File: config.mk
export PLATFORM = sky130hd
export DESIGN_NAME = fifo_chain_inj_sched
export DESIGN_NICKNAME = d
export VERILOG_FILES = /design/src/rtl/fifo_chain_inj_sched.sv
export SDC_FILE = /design/constraint.sdc
export NUM_CORES = 1
export LEC_CHECK = 0
export ABC_AREA = 1
export CORE_MARGIN = 10
export CORE_UTILIZATION = 40
export CTS_BUF_LIST = sky130_fd_sc_hd__clkbuf_4 sky130_fd_sc_hd__clkbuf_8 sky130_fd_sc_hd__clkbuf_16
export CTS_CLUSTER_DIAMETER = 200
export DETAILED_ROUTE_END_ITERATION = 12
export GPL_ROUTABILITY_DRIVEN = 0
export PLACE_DENSITY = 0.74
export SYNTH_ARGS = -nofsm -noshare
export SYNTH_HDL_FRONTEND = slang
export SYNTH_SLANG_ARGS = --single-unit
File: constraint.sdc
create_clock -name clk_i -period 4.4 [get_ports clk_i]
set_input_delay 0.88 -clock clk_i [delete_from_list [all_inputs] [get_ports clk_i]]
set_output_delay 0.88 -clock clk_i [all_outputs]
set_load 0.05 [all_outputs]
File: src/rtl/fifo_chain_inj_sched.sv
// fifo_chain_inj_sched: error-injection scheduler for the K-stage ECC FIFO chain.
// It walks the unmasked stages in index order, holds a one-hot inject strobe on
// one stage, and then waits for that stage's ECC flag or for a timeout. It also
// counts detections, timeouts and flags that were not expected.
// Optional feature macro: FIFO_INJ_DBIT_PASS_EN adds a double-bit pass after the
// single-bit pass. When the macro is undefined, double-bit injection is disabled.
module fifo_chain_inj_sched #(
  parameter int K      = 48,
  parameter int HOLD_W = 8,
  parameter int TMO_W  = 16,
  parameter int CNT_W  = 16
) (
  input  logic                 clk_i,
  input  logic                 rst_n_i,
  input  logic                 start_i,
  input  logic                 abort_i,
  input  logic [K-1:0]         stage_mask_i,
  input  logic [HOLD_W-1:0]    hold_cycles_i,
  input  logic [TMO_W-1:0]     timeout_i,
  output logic [K-1:0]         injectsbiterr_o,
  output logic [K-1:0]         injectdbiterr_o,
  input  logic [K-1:0]         sbiterr_i,
  input  logic [K-1:0]         dbiterr_i,
  output logic                 busy_o,
  output logic                 done_o,
  output logic [$clog2(K)-1:0] cur_stage_o,
  output logic                 cur_dbit_o,
  output logic [CNT_W-1:0]     sbit_det_cnt_o,
  output logic [CNT_W-1:0]     dbit_det_cnt_o,
  output logic [CNT_W-1:0]     tmo_cnt_o,
  output logic [CNT_W-1:0]     unexp_cnt_o
);

  localparam int SW = $clog2(K);
  localparam int PW = $clog2(K + 1);

  typedef enum logic [2:0] {ST_IDLE, ST_SEL, ST_HOLD, ST_WAIT, ST_NEXT, ST_DONE} state_t;

  state_t             r_state;
  state_t             w_next;
  logic [PW-1:0]      r_ptr;
  logic [SW-1:0]      r_cur;
  logic               r_dbit;
  logic [HOLD_W-1:0]  r_hold;
  logic [TMO_W-1:0]   r_tmo;
  logic               r_detSeen;
  logic [K-1:0]       r_injS;
  logic               r_busy;
  logic               r_done;
  logic [CNT_W-1:0]   r_sCnt;
  logic [CNT_W-1:0]   r_tCnt;
  logic [CNT_W-1:0]   r_uCnt;

  logic [K-1:0]       w_cand;
  logic               w_found;
  logic [SW-1:0]      w_selIdx;
  logic [K-1:0]       w_curOneHot;
  logic [K-1:0]       w_selOneHot;
  logic [K-1:0]       w_expS;
  logic [K-1:0]       w_expD;
  logic               w_expHit;
  logic               w_det;
  logic               w_tmo;
  logic               w_unexp;
  logic [HOLD_W-1:0]  w_holdLoad;

  // A result counter holds at all-ones and does not wrap.
  function automatic logic [CNT_W-1:0] satInc(input logic [CNT_W-1:0] v);
    return (&v) ? v : v + CNT_W'(1);
  endfunction

  // Find the lowest unmasked stage at or above the scan pointer.
  always_comb begin
    w_cand   = ~stage_mask_i & ({K{1'b1}} << r_ptr);
    w_found  = 1'b0;
    w_selIdx = '0;
    for (int i = K - 1; i >= 0; i--) begin
      if (w_cand[i]) begin
        w_found  = 1'b1;
        w_selIdx = SW'(i);
      end
    end
  end

  // Compute the expected-flag masks and the per-cycle detect, timeout and unexpected events.
  always_comb begin
    w_curOneHot = {{(K-1){1'b0}}, 1'b1} << r_cur;
    w_selOneHot = {{(K-1){1'b0}}, 1'b1} << w_selIdx;
    w_expS      = (r_state != ST_IDLE && !r_dbit) ? w_curOneHot : '0;
`ifdef FIFO_INJ_DBIT_PASS_EN
    w_expD      = (r_state != ST_IDLE && r_dbit) ? w_curOneHot : '0;
`else
    w_expD      = '0;
`endif
    w_expHit    = |((sbiterr_i & w_expS) | (dbiterr_i & w_expD));
    w_det       = !abort_i && w_expHit &&
                  ((r_state == ST_HOLD && !r_detSeen) || r_state == ST_WAIT);
    w_tmo       = !abort_i && !w_expHit && r_state == ST_WAIT && r_tmo == TMO_W'(1);
    w_unexp     = !abort_i && r_state != ST_IDLE &&
                  ((|(sbiterr_i & ~w_expS)) || (|(dbiterr_i & ~w_expD)));
    w_holdLoad  = (hold_cycles_i == '0) ? HOLD_W'(1) : hold_cycles_i;
  end

  // Next-state logic; abort has the final say.
  always_comb begin
    w_next = r_state;
    case (r_state)
      ST_IDLE: if (start_i) w_next = ST_SEL;
      ST_SEL: begin
        if (w_found) begin
          w_next = ST_HOLD;
        end else begin
`ifdef FIFO_INJ_DBIT_PASS_EN
          w_next = r_dbit ? ST_DONE : ST_SEL;
`else
          w_next = ST_DONE;
`endif
        end
      end
      ST_HOLD: if (r_hold == HOLD_W'(1)) w_next = (r_detSeen || w_expHit) ? ST_NEXT : ST_WAIT;
      ST_WAIT: if (w_expHit || r_tmo == TMO_W'(1)) w_next = ST_NEXT;
      ST_NEXT: w_next = ST_SEL;
      ST_DONE: w_next = ST_IDLE;
      default: w_next = ST_IDLE;
    endcase
    if (abort_i) w_next = ST_IDLE;
  end

  // State register.
  always_ff @(posedge clk_i or negedge rst_n_i) begin
    if (!rst_n_i) r_state <= ST_IDLE;
    else          r_state <= w_next;
  end

  // Scan pointer, armed stage, pass type, hold and timeout counters.
  always_ff @(posedge clk_i or negedge rst_n_i) begin
    if (!rst_n_i) begin
      r_ptr     <= '0;
      r_cur     <= '0;
      r_dbit    <= 1'b0;
      r_hold    <= '0;
      r_tmo     <= '0;
      r_detSeen <= 1'b0;
    end else if (!abort_i) begin
      case (r_state)
        ST_IDLE: begin
          if (start_i) begin
            r_ptr  <= '0;
            r_dbit <= 1'b0;
          end
        end
        ST_SEL: begin
          if (w_found) begin
            r_cur     <= w_selIdx;
            r_hold    <= w_holdLoad;
            r_detSeen <= 1'b0;
          end else begin
`ifdef FIFO_INJ_DBIT_PASS_EN
            if (!r_dbit) begin
              r_dbit <= 1'b1;
              r_ptr  <= '0;
            end
`endif
          end
        end
        ST_HOLD: begin
          r_hold <= r_hold - HOLD_W'(1);
          if (w_det) r_detSeen <= 1'b1;
          if (r_hold == HOLD_W'(1)) r_tmo <= timeout_i;
        end
        ST_WAIT: if (r_tmo != '0) r_tmo <= r_tmo - TMO_W'(1);
        ST_NEXT: r_ptr <= PW'(r_cur) + PW'(1);
        default: ;
      endcase
    end
  end

  // Result counters: cleared by start, then saturating increments while a scan is running.
  always_ff @(posedge clk_i or negedge rst_n_i) begin
    if (!rst_n_i) begin
      r_sCnt <= '0;
      r_tCnt <= '0;
      r_uCnt <= '0;
    end else if (r_state == ST_IDLE && start_i && !abort_i) begin
      r_sCnt <= '0;
      r_tCnt <= '0;
      r_uCnt <= '0;
    end else begin
      if (w_det && !r_dbit) r_sCnt <= satInc(r_sCnt);
      if (w_tmo)            r_tCnt <= satInc(r_tCnt);
      if (w_unexp)          r_uCnt <= satInc(r_uCnt);
    end
  end

  // Registered status and single-bit inject outputs, decoded from the state being entered.
  always_ff @(posedge clk_i or negedge rst_n_i) begin
    if (!rst_n_i) begin
      r_busy <= 1'b0;
      r_done <= 1'b0;
      r_injS <= '0;
    end else begin
      r_busy <= (w_next != ST_IDLE);
      r_done <= (w_next == ST_DONE);
      r_injS <= (w_next == ST_HOLD && !r_dbit) ?
                ((r_state == ST_SEL) ? w_selOneHot : w_curOneHot) : '0;
    end
  end

`ifdef FIFO_INJ_DBIT_PASS_EN
  logic [K-1:0]     r_injD;
  logic [CNT_W-1:0] r_dCnt;

  // Double-bit inject strobe and detection counter for the second pass.
  always_ff @(posedge clk_i or negedge rst_n_i) begin
    if (!rst_n_i) begin
      r_injD <= '0;
      r_dCnt <= '0;
    end else begin
      r_injD <= (w_next == ST_HOLD && r_dbit) ?
                ((r_state == ST_SEL) ? w_selOneHot : w_curOneHot) : '0;
      if (r_state == ST_IDLE && start_i && !abort_i) r_dCnt <= '0;
      else if (w_det && r_dbit)                      r_dCnt <= satInc(r_dCnt);
    end
  end

  assign injectdbiterr_o = r_injD;
  assign dbit_det_cnt_o  = r_dCnt;
`else
  assign injectdbiterr_o = '0;
  assign dbit_det_cnt_o  = '0;
`endif

  assign injectsbiterr_o = r_injS;
  assign busy_o          = r_busy;
  assign done_o          = r_done;
  assign cur_stage_o     = r_cur;
  assign cur_dbit_o      = r_dbit;
  assign sbit_det_cnt_o  = r_sCnt;
  assign tmo_cnt_o       = r_tCnt;
  assign unexp_cnt_o     = r_uCnt;

endmodule
==> summary.md, run 1 <==
| Metric | Value |
|---|---|
| Top FF cell, synth | dfrtp_1 |
| Core Footprint | 25300 um2 |
| Final setup margin | 0.382 ns |
| CP max stage cell | dfrtp_1 |
| Status | complete, no violations |
| Final Setup Violations | 0 |
| Post_cts resized | 0 |
| Ys async rst share | 100% |
| Worst Hold Class | primary input to async pin |
| Fmax achieved | 249 MHz |
| Cell taking the most area after synthesis | dfrtp_1 |
| Routed WL per cell | 17.9 um |
| Postcts setup bufs | 0 |
| Starting density of the core | 40.8% |
| Crit. End Element | register |
| Pint | 2.92 mW |
| Crit path arrival time | 4.37 ns |
| Largest net degree at the start of global routing | 88 |
| Worst skew pair latency | 0.44 ns |
| Least-Margin Pin Slew | just over 0.9 ns |
| Wl on met1 | 15600 um |
| Sequential fraction of the synthesis area | 33.4% |
| Worst Path Required | 4.75 ns |
| Clock-pin slew on the worst setup and hold paths | 0.07 ns |
| CP delay by family, top | simple AND/OR/NAND/NOR gates |
| Slew Viols, Final | 0 |
| Comb power frac | 37.3% |
| Netlist Area Pre-Place | 10300 um2 |
| Most common cell in the netlist | nand2_1 |
| PwrDens | 367 nW/um2 |
| Maximum vdd ir drop | 0.000222 V |
| DRT antenna net count | 0 |
| Design Power | 5.03 mW |
| H-tree depth | 4 |
| Most used cell, CP | nand2_1 |
| Switching Share | 41.9% |
| DR iter-0 viols | between 1000 and 1500 |
| Die height | 181 um |
| Normalized max-slew margin | 38.0% |
| Crit Path Max Fanout | 6 |
| TritonRoute pass-1 iters | 6 |
| Layout cells sized above 1 | 6.32% |
| Clock root cell | clkbuf_16 |
| Post-synthesis cell type count | 67 |
| Tot GR Track Use | 22.0% |
| RSZ-0062 raised after global routing | false |
| Worst slack at placement | roughly 0.16 ns |
| Die area | 32600 um2 |
| Clock buffer depth | 2 |
| Initial antenna violation count | 2 |
| DR top layer | met4 |
| Cell Rows | 58 |
| Routed wl met2 | 18000 um |
| Utilization after layout | 54.2% |
| Yosys warning count | 0 |
| Crit path cell chain | ha_1 > ha_1 > inv_1 > nor3_1 > nand2_1 > nand2_1 > nand3_1 > nor4_1 > buf_4 > nand4_1 > nor3_1 > nand2_1 > nand2_1 > nor2_2 > nand3_1 > nor2_1 > nand3_1 > nor3_1 > nand3_1 > nor2_1 > nand2_1 > o21ai_0 > a21oi_1 |
| Cts bufs inserted | 17 |
| Fin nets | between 1500 and 2000 |
| Worst R2R Setup Slack | around 0.38 ns |
| HPWL Detailed | 30100 um |
| Via count | 11400 |
| Crit Path Class | register to register |
| Commonest cells in the netlist | nand2_1, nor2_1, inv_1 |
| Vias/cell | 5.38 |
| Die Wd | 181 um |
| Synth Area per Inst | about 6.8 um2 |
| Tcrit/Tclk final | 91.3% |
| Syn-to-layout area delta | 32.9% |
| Clock Skew | 0.0138 ns |
| Buffers added on ports | 275 |
| Total negative slack | 0 ns |
| Total Wirelength | 37900 um |
| Final Hold Fails | 0 |
| Synthesized instance count | 1515 |
| Most area-consuming cells after synthesis | dfrtp_1, nand2_1, o21ai_0, nor2_1, inv_1 |
| CTS tree | built |
| Vias in the first global route | 10900 |
| Startpoint types | register |
| # hold bufs at CTS | 0 |
| Flops & latches, synth | around 140 |
| Clock Sinks | 138 |
| Crit-path max cell delay | 0.50 ns |
| Max-cap violations | 0 |
| Crit path buf inv count | 2 |
| Clock share of power | a little over 30% |
| First-pass GRT wire length | just under 60000 um |
| Leakage | about 6.0 nW |
| Post-synth EDFFs | 0 |
| Sequential share of power | 32.4% |
| DRC | 0 |
| I/O Pins | 341 |
| Crit path time final | 4.02 ns |
| Psw | roughly 2.1 mW |
| Synth top area share | 33.4% |
| Grt total ovfl | 0 |
| DR WL met3 | 2880 um |
==> flip-flops by register name, summed over array words and instances (netlist names) <==
signal,count
sbit_det_cnt_o,16
tmo_cnt_o,16
cur_stage_o,6
r_tmo,16
done_o,1
r_detSeen,1
unexp_cnt_o,16
injectsbiterr_o,48
r_hold,8
r_ptr,6
r_state,3
busy_o,1
==> metal layers <==
layer | track usage (%) | up-vias
li1 | - | 5471
met1 | 26.9 | 5272
met2 | 36.3 | 571
met3 | 4.88 | 87
met4 | 9.32 | 0
met5 | 0 | -
==> cell usage in the layout (no fill, tap or decap), drive strengths merged, types with 7 or more instances in the layout <==
cell and n:
conb 65, a31oi 9, dfrtp 138, a211oi 8
inv 190, nand2 296, nor4 26, buf 23
nor3 72, clkdlybuf4s50 274, clkbuf 18, nand4 47
ha 13, nand3 92, o21ai 140, o22ai 12
clkinv 7, a21oi 104, nor2 194
==> worst register-to-register path, delay by kind of cell, from the launching register on <==
family	cells	cell delay [ns]
AOI/OAI and AO/OA	2	0.24
adders and majority gates	2	0.44
buffers and inverters	2	0.26
and+or+nand+nor	17	2.52
DFF	1	0.50
==> power groups by stage <==
| stage | Sequential [mW] | Combinational (mW) | Clock (mW) |
|---|---|---|---|
| 2_1_floorplan | 1.77 | 1.15 | 0 |
| 3_3_place_gp | 1.63 | 1.80 | 0 |
| 3_5_place_dp | 1.64 | 1.83 | 0 |
| 4_1_cts | 1.62 | 1.84 | 1.55 |
| 5_1_grt | 1.65 | 2.04 | 1.60 |
| 6_report | 1.63 | 1.88 | 1.52 |
==> layout make-up <==
type | instances | area [um2]
inverters | 188 | 708
well taps | 330 | 413
clock buffers | 18 | 433
diodes | 2 | 5.00
fillers | 2449 | 11600
clock inverters | 14 | 183
flip-flops and latches | 138 | 3450
repair buffers | 297 | 2920
multi-input cells | 1133 | 5610
==> kinds of logic after synthesis <==
| family | count (synthesis) | synth area share (%) |
|---|---|---|
| AO/OA/AOI/OAI | 309 | 17.1 |
| adder cells (fa/ha/maj) | 13 | 1.58 |
| flip-flops | 138 | 33.4 |
| buffers and inverters | 308 | 14.8 |
| AND/OR/NAND/NOR | 742 | 32.7 |
| XOR/XNOR | 4 | 0.339 |
| other | 1 | 0.0363 |
==> metrics by stage <==
stage / instance area [um2] / hold WS (ns) / std cells
floorplan: 10600 / 0.469 / 1579
global placement: 13100 / 0.494 / 2086
detailed placement: 13100 / 0.501 / 2086
CTS: 13700 / 0.517 / 2118
global route: 13700 / 0.553 / 2120
finish: 13700 / 0.506 / 2120
==> final timing paths <==
check                                    start                   to  cells past startpoint
worst min-delay path                   rst_n_i  injectsbiterr_o[25]                      1
worst max register to register  cur_stage_o[0]      unexp_cnt_o[13]                     23
min in group clk_i                   r_detSeen            r_detSeen                      2
worst max-delay path            cur_stage_o[0]      unexp_cnt_o[13]                     23
max in group asynchronous              rst_n_i   sbit_det_cnt_o[12]                      2
worst min register to register       r_detSeen            r_detSeen                      2
(Power assumes the default switching activity.)
==> run 2: changes to the inputs <==
--- a/config.mk
+++ b/config.mk
@@ -13,6 +13,7 @@
 export DETAILED_ROUTE_END_ITERATION = 12
 export GPL_ROUTABILITY_DRIVEN = 0
 export PLACE_DENSITY = 0.74
+export SKIP_CTS_REPAIR_TIMING = 1
 export SYNTH_ARGS = -nofsm -noshare
 export SYNTH_HDL_FRONTEND = slang
 export SYNTH_SLANG_ARGS = --single-unit
==> results of run 2 <==
No change in the layout: final DEF, timing and power equal those of run 1.
==> run 3: changes to the inputs <==
--- a/config.mk
+++ b/config.mk
@@ -8,7 +8,6 @@
 export ABC_AREA = 1
 export CORE_MARGIN = 10
 export CORE_UTILIZATION = 40
-export CTS_BUF_LIST = sky130_fd_sc_hd__clkbuf_4 sky130_fd_sc_hd__clkbuf_8 sky130_fd_sc_hd__clkbuf_16
 export CTS_CLUSTER_DIAMETER = 200
 export DETAILED_ROUTE_END_ITERATION = 12
 export GPL_ROUTABILITY_DRIVEN = 0
==> run 3 against run 2 <==
- global-route usage did not move
- total power is 0.13% lower
- via count fell by 0.46%
- sequential share of layout area about the same
- clock-buffer cell count unchanged
- final cell count stayed put
- critical endpoint unchanged
- critical path depth unchanged
- maximum frequency grew 1.5%
- wire length is essentially flat
==> summary.md, run 3 (synthesized netlist as in run 1, its figures left out) <==
| Metric | Value |
|---|---|
| Status | complete, no violations |
| DRT antenna net count | 0 (unchanged) |
| Crit path arrival time | 4.31 ns (-0.06 ns) |
| Worst R2R Setup Slack | 0.44 ns (+0.06 ns) |
| Most used cell, CP | nand2_1 |
| Tot GR Track Use | 22.0% (unchanged) |
| Fin area | 13700 um2 (about the same) |
| Max-cap violations | 0 (unchanged) |
| Clock Sinks | 138 (unchanged) |
| R2R depth | 23 (unchanged) |
| DR iter-0 viols | 1296 (-1.5%) |
| DRC | 0 (unchanged) |
| Worst flop-to-flop path startpoint | cur_stage_o[0] |
| Fmax achieved | 253 MHz (+1.5%) |
| Crit-path max cell delay | 0.50 ns (about the same) |
| Total negative slack | 0 ns (unchanged) |
| Crit. End Element | register |
| Most frequent cells in the layout | nand2_1, clkdlybuf4s50_1, nor2_1, inv_1, dfrtp_1 |
| Crit Path Class | register to register |
| RSZ-0062 raised after global routing | false |
| First-pass GRT wire length | 58900 um (about the same) |
| Die area | 32600 um2 (unchanged) |
| Layout cells sized above 1 | 6.26% (-0.056 points) |
| Slew Viols, Final | 0 (unchanged) |
| Design Power | 5.02 mW (-0.13%) |
| Area after DPL | 13100 um2 (unchanged) |
| Cts bufs inserted | 17 (unchanged) |
| Tcrit/Tclk final | 89.9% (-1.4 points) |
| H-tree depth | 4 (unchanged) |
| Largest net degree at the start of global routing | 88 (unchanged) |
| Vias/cell | 5.35 (-0.46%) |
| Starting density of the core | 40.8% (unchanged) |
| Max reg flops | 48 (unchanged) |
| Commonest non-fill, non-tap cell in the layout | nand2_1 |
| CP max stage cell | dfrtp_1 |
| Normalized max-slew margin | 36.0% (-2.0 points) |
| Fin nets | 1960 (unchanged) |
| Leakage | 6.00 nW (about the same) |
| Initial antenna violation count | 2 (unchanged) |
| Worst skew pair latency | 0.44 ns (about the same) |
| Clock buffer depth | 2 (unchanged) |
| Vias in the first global route | 10900 (-0.018%) |
| Grt total ovfl | 0 (unchanged) |
| HPWL Detailed | 30100 um (unchanged) |
| Syn-to-layout area delta | 32.8% (about the same) |
| Crit Path Max Fanout | 6 (unchanged) |
| Core Footprint | 25300 um2 (unchanged) |
| Maximum vdd ir drop | 0.000224 V (+0.92%) |
| Via count | 11300 (-0.46%) |
| Worst Path Required | 4.75 ns (about the same) |
| CTS tree | built |
| Final Hold Fails | 0 (unchanged) |
| FF-to-FF End | unexp_cnt_o[13] |
| Least-Margin Pin Slew | 0.959 ns (+0.0301 ns) |
| Die Wd | 181 um (unchanged) |
| Clock root cell | clkbuf_16 |
| Crit path time final | 3.96 ns (-0.0611 ns) |
| Worst Hold Class | primary input to async pin |
| I/O Pins | 341 (unchanged) |
| Die height | 181 um (unchanged) |
| Crit path cell chain | ha_1 > ha_1 > inv_1 > nor3_1 > nand2_1 > nand2_1 > nand3_1 > nor4_1 > buf_4 > nand4_1 > nor3_1 > nand2_1 > nand2_1 > nor2_2 > nand3_1 > nor2_1 > nand3_1 > nor3_1 > nand3_1 > nor2_1 > nand2_1 > o21ai_0 > a21oi_1 |
| Clock Skew | 0.0144 ns (+0.000537 ns) |
| Buffers added on ports | 275 (unchanged) |
| PwrDens | 366 nW/um2 (-0.10%) |
| Final Setup Violations | 0 (unchanged) |
| TritonRoute pass-1 iters | 6 (unchanged) |
| Cell Rows | 58 (unchanged) |
| Total Wirelength | 37900 um (about the same) |
| Clock-pin slew on the worst setup and hold paths | 0.07 ns (about the same) |
| Startpoint types | register |
| Routed WL per cell | 17.9 um (about the same) |
| Hold_ws | 0.505 ns (-0.00120 ns) |
[run 3: stage by stage]
stage / instances / utilization [%] / setup slack (ns)
2_1_floorplan: 1579 / - / 1.03
3_3_place_gp: 2086 / 51.7 / 0.170
3_5_place_dp: 2086 / 51.7 / 0.156
4_1_cts: 2118 / 54.1 / 0.424
5_1_grt: 2120 / 54.2 / 0.0487
6_report: 2120 / 54.2 / 0.443
[run 3: routing by layer]
layer	vias up	global-route usage [%]	routed length [um]
met1	5200	26.9	15500
li1	5478	-	-
met3	95	4.88	2930
met2	575	36.3	18000
met4	0	9.32	1460
met5	-	0	0
[run 3: cell type report]
class | count | area (um2)
fill | 2448 | 11600
multi-input combinational | 1133 | 5610
sequential | 138 | 3450
timing repair buffer | 297 | 2920
inverter | 188 | 708
clock buffer | 18 | 429
tap | 330 | 413
clock inverter | 14 | 183
antenna | 2 | 5.00
[run 3: worst max-delay path, delay by kind of cell, from the launching register on]
kind	cells	cell delay, ns
compound gates	2	0.24
fa+ha+maj	2	0.43
buf+inv	2	0.26
flops	1	0.50
simple gates	17	2.46
[run 3: how the worst max path moves through the flow]
stage	startpoint	end
after floorplan	cur_stage_o[2]	injectsbiterr_o[37]
after global placement	dbiterr_i[24]	unexp_cnt_o[13]
after detailed placement	dbiterr_i[8]	unexp_cnt_o[15]
after CTS	cur_stage_o[0]	unexp_cnt_o[15]
after global routing	cur_stage_o[0]	injectsbiterr_o[14]
final	cur_stage_o[0]	unexp_cnt_o[13]
[run 3: where the power goes]
part | switching, mW | internal, mW | total, mW
clock network | 0.616 | 0.906 | 1.52
logic | 1.30 | 0.573 | 1.87
registers | 0.190 | 1.44 | 1.63
